--- config.mk ---
export PLATFORM = sky130hd
export DESIGN_NAME = alu_issue_ctrl
export DESIGN_NICKNAME = d
export VERILOG_FILES = /design/src/rtl/alu_ctrl_pkg.sv /design/src/rtl/alu_issue_ctrl_rr_arb2.sv /design/src/rtl/alu_issue_ctrl.sv
export SDC_FILE = /design/constraint.sdc
export NUM_CORES = 1
export LEC_CHECK = 0
export CAP_MARGIN = 20
export CORE_AREA = 2 2 108 110
export CTS_BUF_LIST = sky130_fd_sc_hd__clkbuf_8
export CTS_CLUSTER_SIZE = 16
export DETAILED_ROUTE_END_ITERATION = 8
export DIE_AREA = 0 0 110 112
export GPL_TIMING_DRIVEN = 0
export SYNTH_ARGS = -nofsm -noshare
export SYNTH_HDL_FRONTEND = slang
export SYNTH_SLANG_ARGS = --single-unit
export TNS_END_PERCENT = 20
--- constraint.sdc ---
create_clock -name clk -period 2.8 [get_ports clk]
set_clock_uncertainty 0.2 [all_clocks]
set_input_delay 0.84 -clock clk [delete_from_list [all_inputs] [get_ports clk]]
set_output_delay 0.84 -clock clk [all_outputs]
set_load 0.005 [all_outputs]
--- src/rtl/alu_ctrl_pkg.sv ---
// alu_ctrl_pkg: shared types and helpers for the ALU issue controller.
//   alu_op_e   5-bit opcode set understood by the shared ALU
//   alu_ctl_t  ALU control fields (unit select, sub-op, invert/direction, mul half)
//   state_e    issue controller FSM states
//   decode_op  opcode -> control fields (reserved codes decode to all zeros)
//   op_is_reserved / op_is_arith  opcode classification helpers
package alu_ctrl_pkg;

  typedef enum logic [4:0] {
    OP_ADD   = 5'd0,
    OP_SUB   = 5'd1,
    OP_DEC   = 5'd2,
    OP_INC   = 5'd3,
    OP_AND   = 5'd4,
    OP_OR    = 5'd5,
    OP_XOR   = 5'd6,
    OP_PASSA = 5'd7,
    OP_NAND  = 5'd8,
    OP_NOR   = 5'd9,
    OP_XNOR  = 5'd10,
    OP_NOTA  = 5'd11,
    OP_MULLO = 5'd12,
    OP_MULHI = 5'd13,
    OP_MOV   = 5'd14,
    OP_SHL   = 5'd15,
    OP_SHR   = 5'd16
  } alu_op_e;

  typedef struct packed {
    logic [1:0] alu_sel;
    logic [1:0] s;
    logic       inv;
    logic [1:0] mul;
  } alu_ctl_t;

  typedef enum logic [1:0] {
    IDLE = 2'd0,
    EXEC = 2'd1,
    HOLD = 2'd2
  } state_e;

  localparam logic [4:0] OP_LAST = 5'd16;

  function automatic alu_ctl_t decode_op(alu_op_e op);
    alu_ctl_t c;
    c = '0;
    case (op)
      OP_ADD:   c.s = 2'b00;
      OP_SUB:   c.s = 2'b01;
      OP_DEC:   c.s = 2'b10;
      OP_INC:   c.s = 2'b11;
      OP_AND:   begin c.alu_sel = 2'b01; c.s = 2'b00; end
      OP_OR:    begin c.alu_sel = 2'b01; c.s = 2'b01; end
      OP_XOR:   begin c.alu_sel = 2'b01; c.s = 2'b10; end
      OP_PASSA: begin c.alu_sel = 2'b01; c.s = 2'b11; end
      OP_NAND:  begin c.alu_sel = 2'b01; c.s = 2'b00; c.inv = 1'b1; end
      OP_NOR:   begin c.alu_sel = 2'b01; c.s = 2'b01; c.inv = 1'b1; end
      OP_XNOR:  begin c.alu_sel = 2'b01; c.s = 2'b10; c.inv = 1'b1; end
      OP_NOTA:  begin c.alu_sel = 2'b01; c.s = 2'b11; c.inv = 1'b1; end
      OP_MULLO: begin c.alu_sel = 2'b10; c.mul = 2'b01; end
      OP_MULHI: begin c.alu_sel = 2'b10; c.mul = 2'b10; end
      OP_MOV:   begin c.alu_sel = 2'b10; c.s = 2'b01; end
      OP_SHL:   c.alu_sel = 2'b11;
      OP_SHR:   begin c.alu_sel = 2'b11; c.inv = 1'b1; end
      default:  c = '0;
    endcase
    return c;
  endfunction

  function automatic logic op_is_reserved(logic [4:0] op);
    return op > OP_LAST;
  endfunction

  // Only the adder ops produce a meaningful carry.
  function automatic logic op_is_arith(logic [4:0] op);
    return op <= 5'd3;
  endfunction

endpackage

--- src/rtl/alu_issue_ctrl_rr_arb2.sv ---
// rr_arb2: two-way round-robin arbiter.
//   clk, rst  clock / asynchronous active-high reset
//   req[1:0]  request lines
//   en        grant window; no grant is issued while low
//   gnt[1:0]  one-hot grant, combinational from req/en
// last_grant resets to 1 so requester 0 wins the first contention.
module rr_arb2 (
  input  logic       clk,
  input  logic       rst,
  input  logic [1:0] req,
  input  logic       en,
  output logic [1:0] gnt
);

  logic last_grant;

  always_comb begin
    gnt = 2'b00;
    if (en) begin
      if (req == 2'b11) gnt = last_grant ? 2'b01 : 2'b10;
      else              gnt = req;
    end
  end

  // Priority only moves when a grant is actually issued.
  always_ff @(posedge clk or posedge rst) begin
    if (rst)         last_grant <= 1'b1;
    else if (gnt[0]) last_grant <= 1'b0;
    else if (gnt[1]) last_grant <= 1'b1;
  end

endmodule

--- src/rtl/alu_issue_ctrl.sv ---
// alu_issue_ctrl: shares one combinational ALU between two requesters.
//   in0_* / in1_*   valid/ready operation inputs (op, a, b) from EX pipe / aux port
//   alu_a, alu_b    latched operands to the external ALU
//   alu_sel/s/inv/mul  decoded ALU control fields
//   alu_y, alu_cout ALU result inputs
//   res_*           registered result with valid/ready backpressure,
//                   requester id and reserved-opcode error flag
// Optional: define ALU_CTRL_STATS_EN to add saturating grant counters
//   gnt_cnt0 / gnt_cnt1 (CNT_W bits each).
module alu_issue_ctrl
  import alu_ctrl_pkg::*;
#(
  parameter int W     = 16,
  parameter int CNT_W = 16
) (
  input  logic         clk,
  input  logic         rst,
  input  logic         in0_valid,
  output logic         in0_ready,
  input  logic [4:0]   in0_op,
  input  logic [W-1:0] in0_a,
  input  logic [W-1:0] in0_b,
  input  logic         in1_valid,
  output logic         in1_ready,
  input  logic [4:0]   in1_op,
  input  logic [W-1:0] in1_a,
  input  logic [W-1:0] in1_b,
  output logic [W-1:0] alu_a,
  output logic [W-1:0] alu_b,
  output logic [1:0]   alu_sel,
  output logic [1:0]   alu_s,
  output logic         alu_inv,
  output logic [1:0]   alu_mul,
  input  logic [W-1:0] alu_y,
  input  logic         alu_cout,
  output logic         res_valid,
  input  logic         res_ready,
  output logic [W-1:0] res_y,
  output logic         res_cout,
  output logic         res_id,
  output logic         res_err
`ifdef ALU_CTRL_STATS_EN
  ,
  output logic [CNT_W-1:0] gnt_cnt0,
  output logic [CNT_W-1:0] gnt_cnt1
`endif
);

  state_e       state;
  logic         window;
  logic [1:0]   gnt;
  logic         accept;
  logic [4:0]   sel_op;
  logic [W-1:0] a_p0;
  logic [W-1:0] b_p0;
  alu_ctl_t     ctl_p0;
  logic         id_p0;
  logic         err_p0;
  logic         arith_p0;

  // A new operation can enter when idle, or when the held result is
  // being consumed this cycle.
  assign window = (state == IDLE) || ((state == HOLD) && res_ready);

  rr_arb2 u_arb (
    .clk (clk),
    .rst (rst),
    .req ({in1_valid, in0_valid}),
    .en  (window),
    .gnt (gnt)
  );

  assign in0_ready = gnt[0];
  assign in1_ready = gnt[1];
  assign accept    = |gnt;
  assign sel_op    = gnt[1] ? in1_op : in0_op;

  assign alu_a   = a_p0;
  assign alu_b   = b_p0;
  assign alu_sel = ctl_p0.alu_sel;
  assign alu_s   = ctl_p0.s;
  assign alu_inv = ctl_p0.inv;
  assign alu_mul = ctl_p0.mul;

  // Stage p0: operand/control latch at accept
  always_ff @(posedge clk or posedge rst) begin
    if (rst) begin
      a_p0     <= '0;
      b_p0     <= '0;
      ctl_p0   <= '0;
      id_p0    <= 1'b0;
      err_p0   <= 1'b0;
      arith_p0 <= 1'b0;
    end else if (accept) begin
      a_p0     <= gnt[1] ? in1_a : in0_a;
      b_p0     <= gnt[1] ? in1_b : in0_b;
      ctl_p0   <= decode_op(alu_op_e'(sel_op));
      id_p0    <= gnt[1];
      err_p0   <= op_is_reserved(sel_op);
      arith_p0 <= op_is_arith(sel_op);
    end
  end

  // Stage p1: result capture and hold under backpressure
  always_ff @(posedge clk or posedge rst) begin
    if (rst) begin
      state     <= IDLE;
      res_valid <= 1'b0;
      res_y     <= '0;
      res_cout  <= 1'b0;
      res_id    <= 1'b0;
      res_err   <= 1'b0;
    end else begin
      case (state)
        IDLE: if (accept) state <= EXEC;
        EXEC: begin
          res_y     <= err_p0 ? '0 : alu_y;
          res_cout  <= arith_p0 & alu_cout;
          res_id    <= id_p0;
          res_err   <= err_p0;
          res_valid <= 1'b1;
          state     <= HOLD;
        end
        HOLD: begin
          if (res_ready) begin
            res_valid <= 1'b0;
            state     <= accept ? EXEC : IDLE;
          end
        end
        default: state <= IDLE;
      endcase
    end
  end

`ifdef ALU_CTRL_STATS_EN
  function automatic logic [CNT_W-1:0] sat_inc(logic [CNT_W-1:0] v);
    return (&v) ? v : v + 1'b1;
  endfunction

  always_ff @(posedge clk or posedge rst) begin
    if (rst) begin
      gnt_cnt0 <= '0;
      gnt_cnt1 <= '0;
    end else begin
      if (gnt[0]) gnt_cnt0 <= sat_inc(gnt_cnt0);
      if (gnt[1]) gnt_cnt1 <= sat_inc(gnt_cnt1);
    end
  end
`endif

endmodule

======== Word level (Yosys, flattened, before mapping) ========
Cells that the tools add are included.
storage, ports and cells
  word-level logic and storage cells ...... 74
  output and inout port bits .............. 61
  bits in registers ....................... 65
  input bits .............................. 96
operators by class
  equal/unequal tests ..................... 21
  bitwise operators ....................... 1
  reduce and logical (&&, ||, !) cells .... 15
  $lt $le $gt $ge ......................... 2
  mux-type cells .......................... 19
operators by type and width
  kind                                                   number
  two-way mux 16 bit                                     3
  equality test 5 x 4 -> 1 bit (second input constant)   8
  equality test 5 x 3 -> 1 bit (second input constant)   4
  case mux 2 bit (3 select lines)                        3
  equality test 5 x 2 -> 1 bit (second input constant)   2
  two-way mux 2 bit                                      5
  OR reduction 3 bit                                     3
  OR reduction 8 bit                                     1
  equality test 5 x 1 -> 1 bit (second input constant)   1
  equality test 5 bit (second input constant)            1
  greater-than comparator 5 bit (second input constant)  1
  <= comparator 5 x 2 -> 1 bit (second input constant)   1
  two-way mux 1 bit                                      5
  two-way mux 5 bit                                      1
  OR reduction 5 bit                                     1
  equality test 2 bit (second input constant)            2
  inequality test 2 bit (second input constant)          2
  case mux 2 bit (2 select lines)                        1
  AND reduction 2 bit                                    2
  nonzero test 2 bit                                     2
  OR reduction 2 bit                                     2
  OR reduction 4 bit                                     1
  equality test 2 x 1 -> 1 bit (second input constant)   1
  zero test 2 bit                                        1
  other kinds (4)                                        4

======== Depth between registers and ports, before layout ========
Gate-level depths: netlist of run 1.
  depth in word-level cells ............... 8
  gate-level depth with buffers ........... 7
  mapped depth without buffers ............ 5

======== Modules after synthesis ========
From an unflattened synthesis of run 1, not the netlist that was laid out.
unflattened totals
  cells, all modules ...................... 308
  area, all modules ....................... 3070.4 um^2
by module, submodules not included
  module          sequential area each (um^2)  times used  cells an instance  area each (um^2)
  alu_issue_ctrl  1601.5                       1           299                3004.1
  rr_arb2         26.3                         1           9                  66.3

======== Worst setup path before layout of run 1 ========
No wires, ideal clock.
  path kind ............................... in2out
  start point ............................. in in0_valid
  end point ............................... out in0_ready
  slack ................................... 124 ps
  data arrival time ....................... 1636 ps
  required time ........................... 1760 ps
  cell stages on the path ................. 3
  path buffers ............................ 1
  cells stage by stage .................... inv_1 -> a2111oi_4 -> buf_4
on the way
  cells in the longest elaborated chain, start to end .. 3
ends and longest elaborated chain
  item                   line                          RTL
  start, declared        alu_issue_ctrl.sv:18          input logic in0_valid,
  equality test 2 bit    alu_issue_ctrl_rr_arb2.sv:20  if (req == 2'b11) gnt = last_grant ? 2'b01 : 2'b10;
  two-way mux 2 bit (*)  alu_issue_ctrl_rr_arb2.sv:20
  two-way mux 2 bit (*)  alu_issue_ctrl_rr_arb2.sv:19  if (en) begin
  end, declared          alu_issue_ctrl.sv:19          output logic in0_ready,
Mark *: on every way between the ends. The rest lies on a longest branch, timed or not.

======== Worst setup path after layout of run 1 ========
  start point ............................. in res_ready
  end point ............................... out in0_ready
on the way
  cells in the longest elaborated chain, start to end .. 3
ends and longest elaborated chain
  item               line                          RTL
  start, declared    alu_issue_ctrl.sv:37          input logic res_ready,
  logical AND 1 bit  alu_issue_ctrl.sv:63          assign window = (state == IDLE) || ((state == HOLD) && res_ready);
  logical OR 1 bit   alu_issue_ctrl.sv:63
  two-way mux 2 bit  alu_issue_ctrl_rr_arb2.sv:19
No other way between the ends.

==> results.toml, run 1 <==
[sta]
rsz0062_at_grt = "false"
period_share = 0.979
finalSetupViolations = 0
slew_headroom = 0.464
finalSetupTns_ps = 0
hold_viol = 0
fmax_mhz = 365
drv_slew = 0
tightestPinTransition_ps = 804
fin_crit_ps = 2740
final.setup.worst_slack_ps = 57.5
fin_hold_ws_ps = 284

[placed_design]
place_congestion = 0.830
postPlaceCellArea_um2 = 4800
port_buffers = 154
dp.cells = 612
detailed_place_hpwl_mm = 6.71
post-place-ws_ps = -1280

[floorplanning]
die_x_um = 110
coreArea_um2 = 11200
num_rows = 39
die_area_um2 = 12300
io_pins = 157
start_util = 0.275
dieHeight_um = 112

[synth]
yosys_warnings = 0
synthFlopType = "dfrtp_1"
synth_enable_flop_cells = 0
synth_top_cell_area_share = 0.521
synthCells = 315
syn_area_um2 = 3070
synthesis.nets = 411
synth.largest_area_cell = "dfrtp_1"
synth.avg_cell_area_um2 = 9.76
seq_area_frac_synth = 0.530
yosys-top-cells-area = "dfrtp_1 (52%), o22ai_1 (6.5%), a21oi_1 (5.2%)"
ys_types = 44
ys_seq_elements = 65
async_reset_ff_frac = 1.00

[power]
total_power_mw = 4.64
irDropWorstVdd_mv = 0.331
p_sw_mw = 1.52
p_per_area_nw_per_um2 = 923
p_int_mw = 3.12
p_sw_frac = 0.327
combPwrFrac = 0.468
pwr-share-seq = 0.359
clock_power_share = 0.173
p_leak_nw = 2.13

[clocking]
clock_path_buffers = 2
h-tree-depth = 3
holdBufCountCts = 0
clkSinkCount = 65
numCtsBuffers = 9
clk_pin_slew_ps = 70
cts_tree = "built"
clk_latency_ps = 330
root_buffer = "clkbuf_8"

[final_layout]
multi_input_area_um2 = 1170
diodes = 0
num-fill-cells = 1121
layout_common_cells = "clkdlybuf4s50_1 (149), dfrtp_1 (64), inv_1 (37)"
syn2layout_area_growth_pct = 63.5
final_common_cell = "clkdlybuf4s50_1"
register_area_um2 = 1630
drive_above_1_share = 0.122
final_util = 0.450
final_nets = 581
finalNonFillerCells = 633
design_area_um2 = 5020

[global_route]
overflow = 0
grt_max_degree = 66
grt_pass1_wl_mm = 14.9
antenna_found_initial = 0
grt_pass1_vias = 2931
grt.total_usage = 0.154

[drt]
vias_per_cell = 4.56
ant_nets = 0
drc = 0
wire_per_inst_um = 14.6
vias = 2887
drt_first_pass_iters = 4
wl_mm = 9.21
drtIter0Drc = 97

[critical_path]
cp.arrival_ps = 1700
path_class = "in -> out"
startpoint_type = "input pin"
worstPathRequired_ps = 1760
path_max_fanout = 3
cp-end-kind = "output pin"

[run_status]
status = "complete, no violations"

[min_path]
worstHoldPathType = "reg -> reg"

[flow_run]
cap_viol_max_count = 0
-- worst max-delay path, stage by stage --
cell             delay, ps
buf_4                  100
nor2b_4                 40
a2111oi_4              370
buf_6                  150
clkdlybuf4s15_2        190
-- power by group through the flow --
stage / registers (mW) / clock network, mW / logic, mW
floorplan: 1.69 / 0 / 0.908
global placement: 1.67 / 0 / 2.15
detailed placement: 1.68 / 0 / 2.17
CTS: 1.67 / 0.826 / 2.21
global route: 1.73 / 0.872 / 2.39
finish: 1.67 / 0.802 / 2.17
-- cells by family (layout without fill, tap and decap cells) --
kind of cell | after synthesis | count (layout) | share of synthesized area
AO/OA/AOI/OAI | 107 | 107 | 0.216
AND/OR/NAND/NOR | 76 | 76 | 0.139
flip-flops | 65 | 65 | 0.530
buffers and inverters | 60 | 235 | 0.0916
multiplexers | 5 | 5 | 0.0179
adder cells (fa/ha/maj) | 1 | 1 | 0.00326
XOR/XNOR | 1 | 1 | 0.00285
-- registers in the layout (all words and copies together), names as in the netlist, 2 cells and up --
register  cells
alu_s         2
state         2
alu_a        16
alu_sel       2
alu_b        16
res_y        16
alu_mul       2
-- final cells by class --
type | count | area share
sequential | 65 | 0.324
tap | 143 | 0.0356
inverter | 41 | 0.0326
multi-input combinational | 190 | 0.232
timing repair buffer | 159 | 0.312
clock buffer | 10 | 0.0274
clock inverter | 6 | 0.0117
buffer | 19 | 0.0247
-- Yosys cell counts (all sizes together) (2+ instances only) --
master / instances
or3: 3
dfrtp: 64
a21oi: 39
o31ai: 2
and2: 2
o21ai: 20
nor2: 8
inv: 40
nor2b: 3
o22ai: 32
clkbuf: 7
nor3: 4
o211ai: 3
buf: 12
o41ai: 2
nand2b: 17
a22oi: 2
and4b: 2
nand2: 28
or4: 2
a31oi: 4
mux2: 4
-- routing by layer --
| layer | part of all wire | track usage | vias to the layer above | wire (µm) |
|---|---|---|---|---|
| met3 | 0.062 | 0.0293 | 11 | 567 |
| met1 | 0.45 | 0.207 | 1365 | 4150 |
| met2 | 0.47 | 0.245 | 85 | 4330 |
| met4 | 0.017 | 0.0540 | 0 | 161 |
| met5 | 0 | 0 | - | 0 |
| li1 | - | - | 1426 | - |
-- worst paths after layout --
path,start,end,slack [ps],cells past startpoint
setup / recovery,res_ready,in0_ready,60,5
hold / removal,res_y[12],res_y[12],280,2
setup reg to reg,u_arb.last_grant,alu_mul[0],790,7
hold reg to reg,res_y[12],res_y[12],280,2
max in group asynchronous,rst,alu_s[0],1060,2
min in group asynchronous,rst,alu_b[9],810,2
-- timing repair --
action	4_1_cts	5_1_grt
setup buffers	5	0
gates resized for setup	19	2
hold endpoints to repair	0	0
pin swaps	1	1
setup endpoints to repair	2	1
Note: power is estimated with default switching activity, not from simulation.
==> run 2: changes to the inputs <==
GPL_TIMING_DRIVEN = unset   (was 0)
==> run 2 against run 1 <==
Setup slack improved by 0.73 ps. Sequential share of layout area is 0.53 points lower. Maximum frequency about the same. Clock power grew 25%. Critical path depth increased by 1. Combinational power shrank 4%. Non-clock buffer count decreased by 5. Count of clock-buffer cells in the layout unchanged. Flip-flop and latch count unchanged. Critical endpoint is now in1_ready.
==> results.toml, run 2 (synthesized netlist as in run 1, its figures left out) <==
[floorplanning]
start_util = 0.275
die_area_um2 = 12300
num_rows = 39
coreArea_um2 = 11200
die_x_um = 110
io_pins = 157
dieHeight_um = 112

[final_layout]
syn2layout_area_growth_pct = 66.2
design_area_um2 = 5110
drive_above_1_share = 0.118
num-fill-cells = 1117
diodes = 0
layout_common_cells = "clkdlybuf4s50_1 (151), dfrtp_1 (64), inv_1 (38)"
final_nets = 576
final_common_cell = "clkdlybuf4s50_1"

[power]
p_sw_frac = 0.313
p_int_mw = 3.28
p_per_area_nw_per_um2 = 934
p_sw_mw = 1.49
p_leak_nw = 2.17
total_power_mw = 4.77
pwr-share-seq = 0.353
combPwrFrac = 0.437
irDropWorstVdd_mv = 0.423
clock_power_share = 0.210

[clocking]
clk_latency_ps = 340
numCtsBuffers = 9
clkSinkCount = 65
clock_path_buffers = 2
cts_tree = "built"
h-tree-depth = 3
root_buffer = "clkbuf_8"
cts_setup_buffers = 0
clk_pin_slew_ps = 70
holdBufCountCts = 0

[min_path]
worstHoldPathType = "reg -> reg"

[critical_path]
path_cells = "dlygate4sd2_1 > buf_4 > nand2_2 > nand4b_4 > inv_4 > clkdlybuf4s15_2"
path_class = "in -> out"
worstPathRequired_ps = 1760
cp-end-kind = "output pin"
startpoint_type = "input pin"
cp.arrival_ps = 1700
path_max_fanout = 2
slowest_delay_ps = 250
slowest_stage = "dlygate4sd2_1"

[flow_run]
cap_viol_max_count = 0

[global_route]
antenna_found_initial = 0
grt_max_degree = 42
overflow = 0
grt_pass1_vias = 2978
grt.total_usage = 0.153
grt_pass1_wl_mm = 14.7

[run_status]
status = "complete, no violations"

[sta]
finalSetupTns_ps = 0
fmax_mhz = 365
fin_hold_ws_ps = 279
period_share = 0.979
hold_viol = 0
finalSetupViolations = 0
drv_slew = 0
final.setup.worst_slack_ps = 58.2
fin_crit_ps = 2740
rsz0062_at_grt = "false"
slew_headroom = 0.635
tightestPinTransition_ps = 541

[drt]
drc = 0
vias_per_cell = 4.62
wire_per_inst_um = 14.6
drtIter0Drc = 158
wl_mm = 9.17
ant_nets = 0
drt_first_pass_iters = 4
vias = 2904

[placed_design]
post-place-ws_ps = -599
port_buffers = 156
detailed_place_hpwl_mm = 6.81
place_congestion = 0.837
postPlaceCellArea_um2 = 4860
==> run 2: timing repair <==
item                       CTS  global route
resized for setup           11             1
gates cloned                 0             0
pin swaps                    2             0
setup endpoints to repair    2             2
==> run 2: final cells by class <==
class                      instances  area (µm²)  area share
sequential                        65        1630       0.319
tap                              143         179      0.0350
clock buffer                      10         138      0.0269
timing repair buffer             173        1720       0.337
inverter                          41         161      0.0316
clock inverter                     6         115      0.0225
multi-input combinational        190        1170       0.228
==> run 2: final timing paths <==
| check | startpoint | to | slack (ps) | depth (start not counted) |
|---|---|---|---|---|
| min in group asynchronous | rst | alu_b[13] | 620 | 2 |
| worst min register to register | res_id | res_id | 280 | 2 |
| worst min-delay path | res_id | res_id | 280 | 2 |
| worst max register to register | u_arb.last_grant | alu_s[1] | 720 | 5 |
| max in group asynchronous | rst | u_arb.last_grant | 1190 | 3 |
| worst max-delay path | in0_valid | in1_ready | 60 | 6 |
==> run 2: power groups by stage <==
stage / clock network, mW / logic, mW / registers, mW
2_1_floorplan: 0 / 0.908 / 1.69
3_3_place_gp: 0 / 2.10 / 1.69
3_5_place_dp: 0 / 2.12 / 1.71
4_1_cts: 1.04 / 2.12 / 1.70
5_1_grt: 1.09 / 2.30 / 1.75
6_report: 1.00 / 2.08 / 1.69
==> run 2: routing by layer <==
metal / GRT usage / up-vias / wire (µm)
li1: - / 1428 / -
met1: 0.195 / 1372 / 3950
met2: 0.244 / 91 / 4410
met3: 0.0392 / 13 / 622
met4: 0.0667 / 0 / 188
met5: 0 / - / 0
==> run 2: critical path: cells and delay by family <==
kind,cells,cell delay [ps]
buffers and inverters,4,660
and+or+nand+nor,2,200
==> run 2: through the flow <==
step | instances | utilization
after global routing | 628 | 0.457
after detailed placement | 612 | 0.435
after floorplan | 315 | -
after global placement | 612 | 0.435
final | 628 | 0.457
after CTS | 628 | 0.457
==> run 3: changes to the inputs <==
PLACE_DENSITY = 0.57   (was unset)
==> run 3 against run 2 <==
Die area unchanged. Setup slack improved by 62 ps. Count of clock-buffer cells in the layout unchanged. Via count is 0.31% lower. Cell area decreased by 0.69%. Worst hold slack lost 1.2 ps. Routed wire length grew 0.99%. Non-clock buffer count rose by 2. Critical endpoint is now in0_ready. Largest power group unchanged.
==> results.toml, run 3 (synthesized netlist as in run 1, its figures left out) <==
[run_status]
status = "complete, no violations"

[critical_path]
worstPathRequired_ps = 1760
slowest_stage = "a2111oi_4"
cp-end-kind = "output pin"
crit_buf_inv = 3
r2r-start = "u_arb.last_grant"
cp-startpoint = "in0_valid"
cp.arrival_ps = 1640
startpoint_type = "input pin"
path_cells = "dlygate4sd2_1 > inv_1 > a2111oi_4 > buf_2"
cp_top_family = "buffers and inverters"
path_class = "in -> out"
path_max_fanout = 2
slowest_delay_ps = 310

[global_route]
antenna_found_initial = 0
grt_pass1_vias = 2983
grt.total_usage = 0.153
overflow = 0
grt_pass1_wl_mm = 14.7
grt_max_degree = 42

[flow_run]
cap_viol_max_count = 0

[placed_design]
port_buffers = 156
detailed_place_hpwl_mm = 6.81
place_congestion = 0.779
dp.cells = 614

[clocking]
clk_latency_ps = 340
cts_setup_buffers = 0
numCtsBuffers = 9
cts_tree = "built"
h-tree-depth = 3
clk_pin_slew_ps = 80
clock_path_buffers = 2
clkSinkCount = 65
root_buffer = "clkbuf_8"
holdBufCountCts = 0

[power]
combPwrFrac = 0.460
p_int_mw = 3.11
p_per_area_nw_per_um2 = 912
clock_power_share = 0.176
p_leak_nw = 2.15
p_sw_frac = 0.327
p_sw_mw = 1.51
pwr-share-seq = 0.365
irDropWorstVdd_mv = 0.293
total_power_mw = 4.63

[floorplanning]
dieHeight_um = 112
io_pins = 157
start_util = 0.275
num_rows = 39
die_x_um = 110
coreArea_um2 = 11200
die_area_um2 = 12300

[drt]
wire_per_inst_um = 14.7
vias = 2895
drc = 0
wl_mm = 9.26
drt_first_pass_iters = 4
vias_per_cell = 4.60
ant_nets = 0
drtIter0Drc = 130

[final_layout]
drive_above_1_share = 0.125
final_common_cell = "clkdlybuf4s50_1"
syn2layout_area_growth_pct = 65.1
diodes = 0
final_nets = 578
finalNonFillerCells = 630
layout_common_cells = "clkdlybuf4s50_1 (151), dfrtp_1 (64), inv_1 (38)"

[sta]
fmax_mhz = 373
drv_slew = 0
fin_crit_ps = 2680
tightestPinTransition_ps = 551
finalSetupViolations = 0
slew_headroom = 0.632
rsz0062_at_grt = "false"
period_share = 0.957
hold_viol = 0

[min_path]
worstHoldPathType = "reg -> reg"
hp-start = "res_cout"
-- run 3: final timing paths --
check / end / slack, ps / cells after the start
hold / removal: res_cout / 280 / 2
max in group asynchronous: u_arb.last_grant / 1150 / 3
min in group asynchronous: alu_mul[0] / 670 / 2
setup / recovery: in0_ready / 120 / 4
setup reg to reg: alu_s[1] / 690 / 5
hold reg to reg: res_cout / 280 / 2
-- run 3: power by group through the flow --
stage                     clock network, mW  registers, mW  logic [mW]
final                                 0.813           1.69        2.13
after global routing                  0.888           1.76        2.35
after CTS                             0.847           1.70        2.16
after detailed placement                  0           1.71        2.16
after global placement                    0           1.69        2.13
after floorplan                           0           1.69       0.908
-- run 3: per-stage QoR --
| stage | util | hold slack (ps) | setup WS, ps | cell area [µm²] | setup TNS (ps) |
|---|---|---|---|---|---|
| final | 0.454 | 278 | 120 | 5070 | 0 |
| after global routing | 0.454 | 315 | 18.3 | 5070 | 0 |
| after CTS | 0.455 | 289 | 23.3 | 5080 | 0 |
| after detailed placement | 0.437 | 271 | -638 | 4890 | -2240 |
| after global placement | 0.437 | 262 | -638 | 4890 | -1800 |
| after floorplan | - | 264 | 124 | 3070 | 0 |
-- run 3: final cells by class --
class,count,area (µm²)
clock buffer,10,138
clock inverter,6,67.6
fill,1143,6100
inverter,41,161
multi-input combinational,190,1170
sequential,65,1630
tap,143,179
timing repair buffer,175,1730
-- run 3: what timing repair did --
action	CTS	global route
gates cloned	0	0
resized for setup	10	5
setup endpoints to repair	2	2
pin swaps	1	1
hold endpoints to repair	0	0
-- run 3: per-layer routing --
layer / vias up / GRT usage / wire length [µm]
li1: 1429 / - / -
met1: 1363 / 0.196 / 3960
met2: 86 / 0.249 / 4520
met3: 17 / 0.0381 / 557
met4: 0 / 0.0557 / 221
met5: - / 0 / 0
-- run 3: tightest hold or removal path: cells and delay by family (launching register included) --
family             cells  cell delay (ps)
DFF                    1              340
AOI/OAI and AO/OA      1               50
and+or+nand+nor        1               40
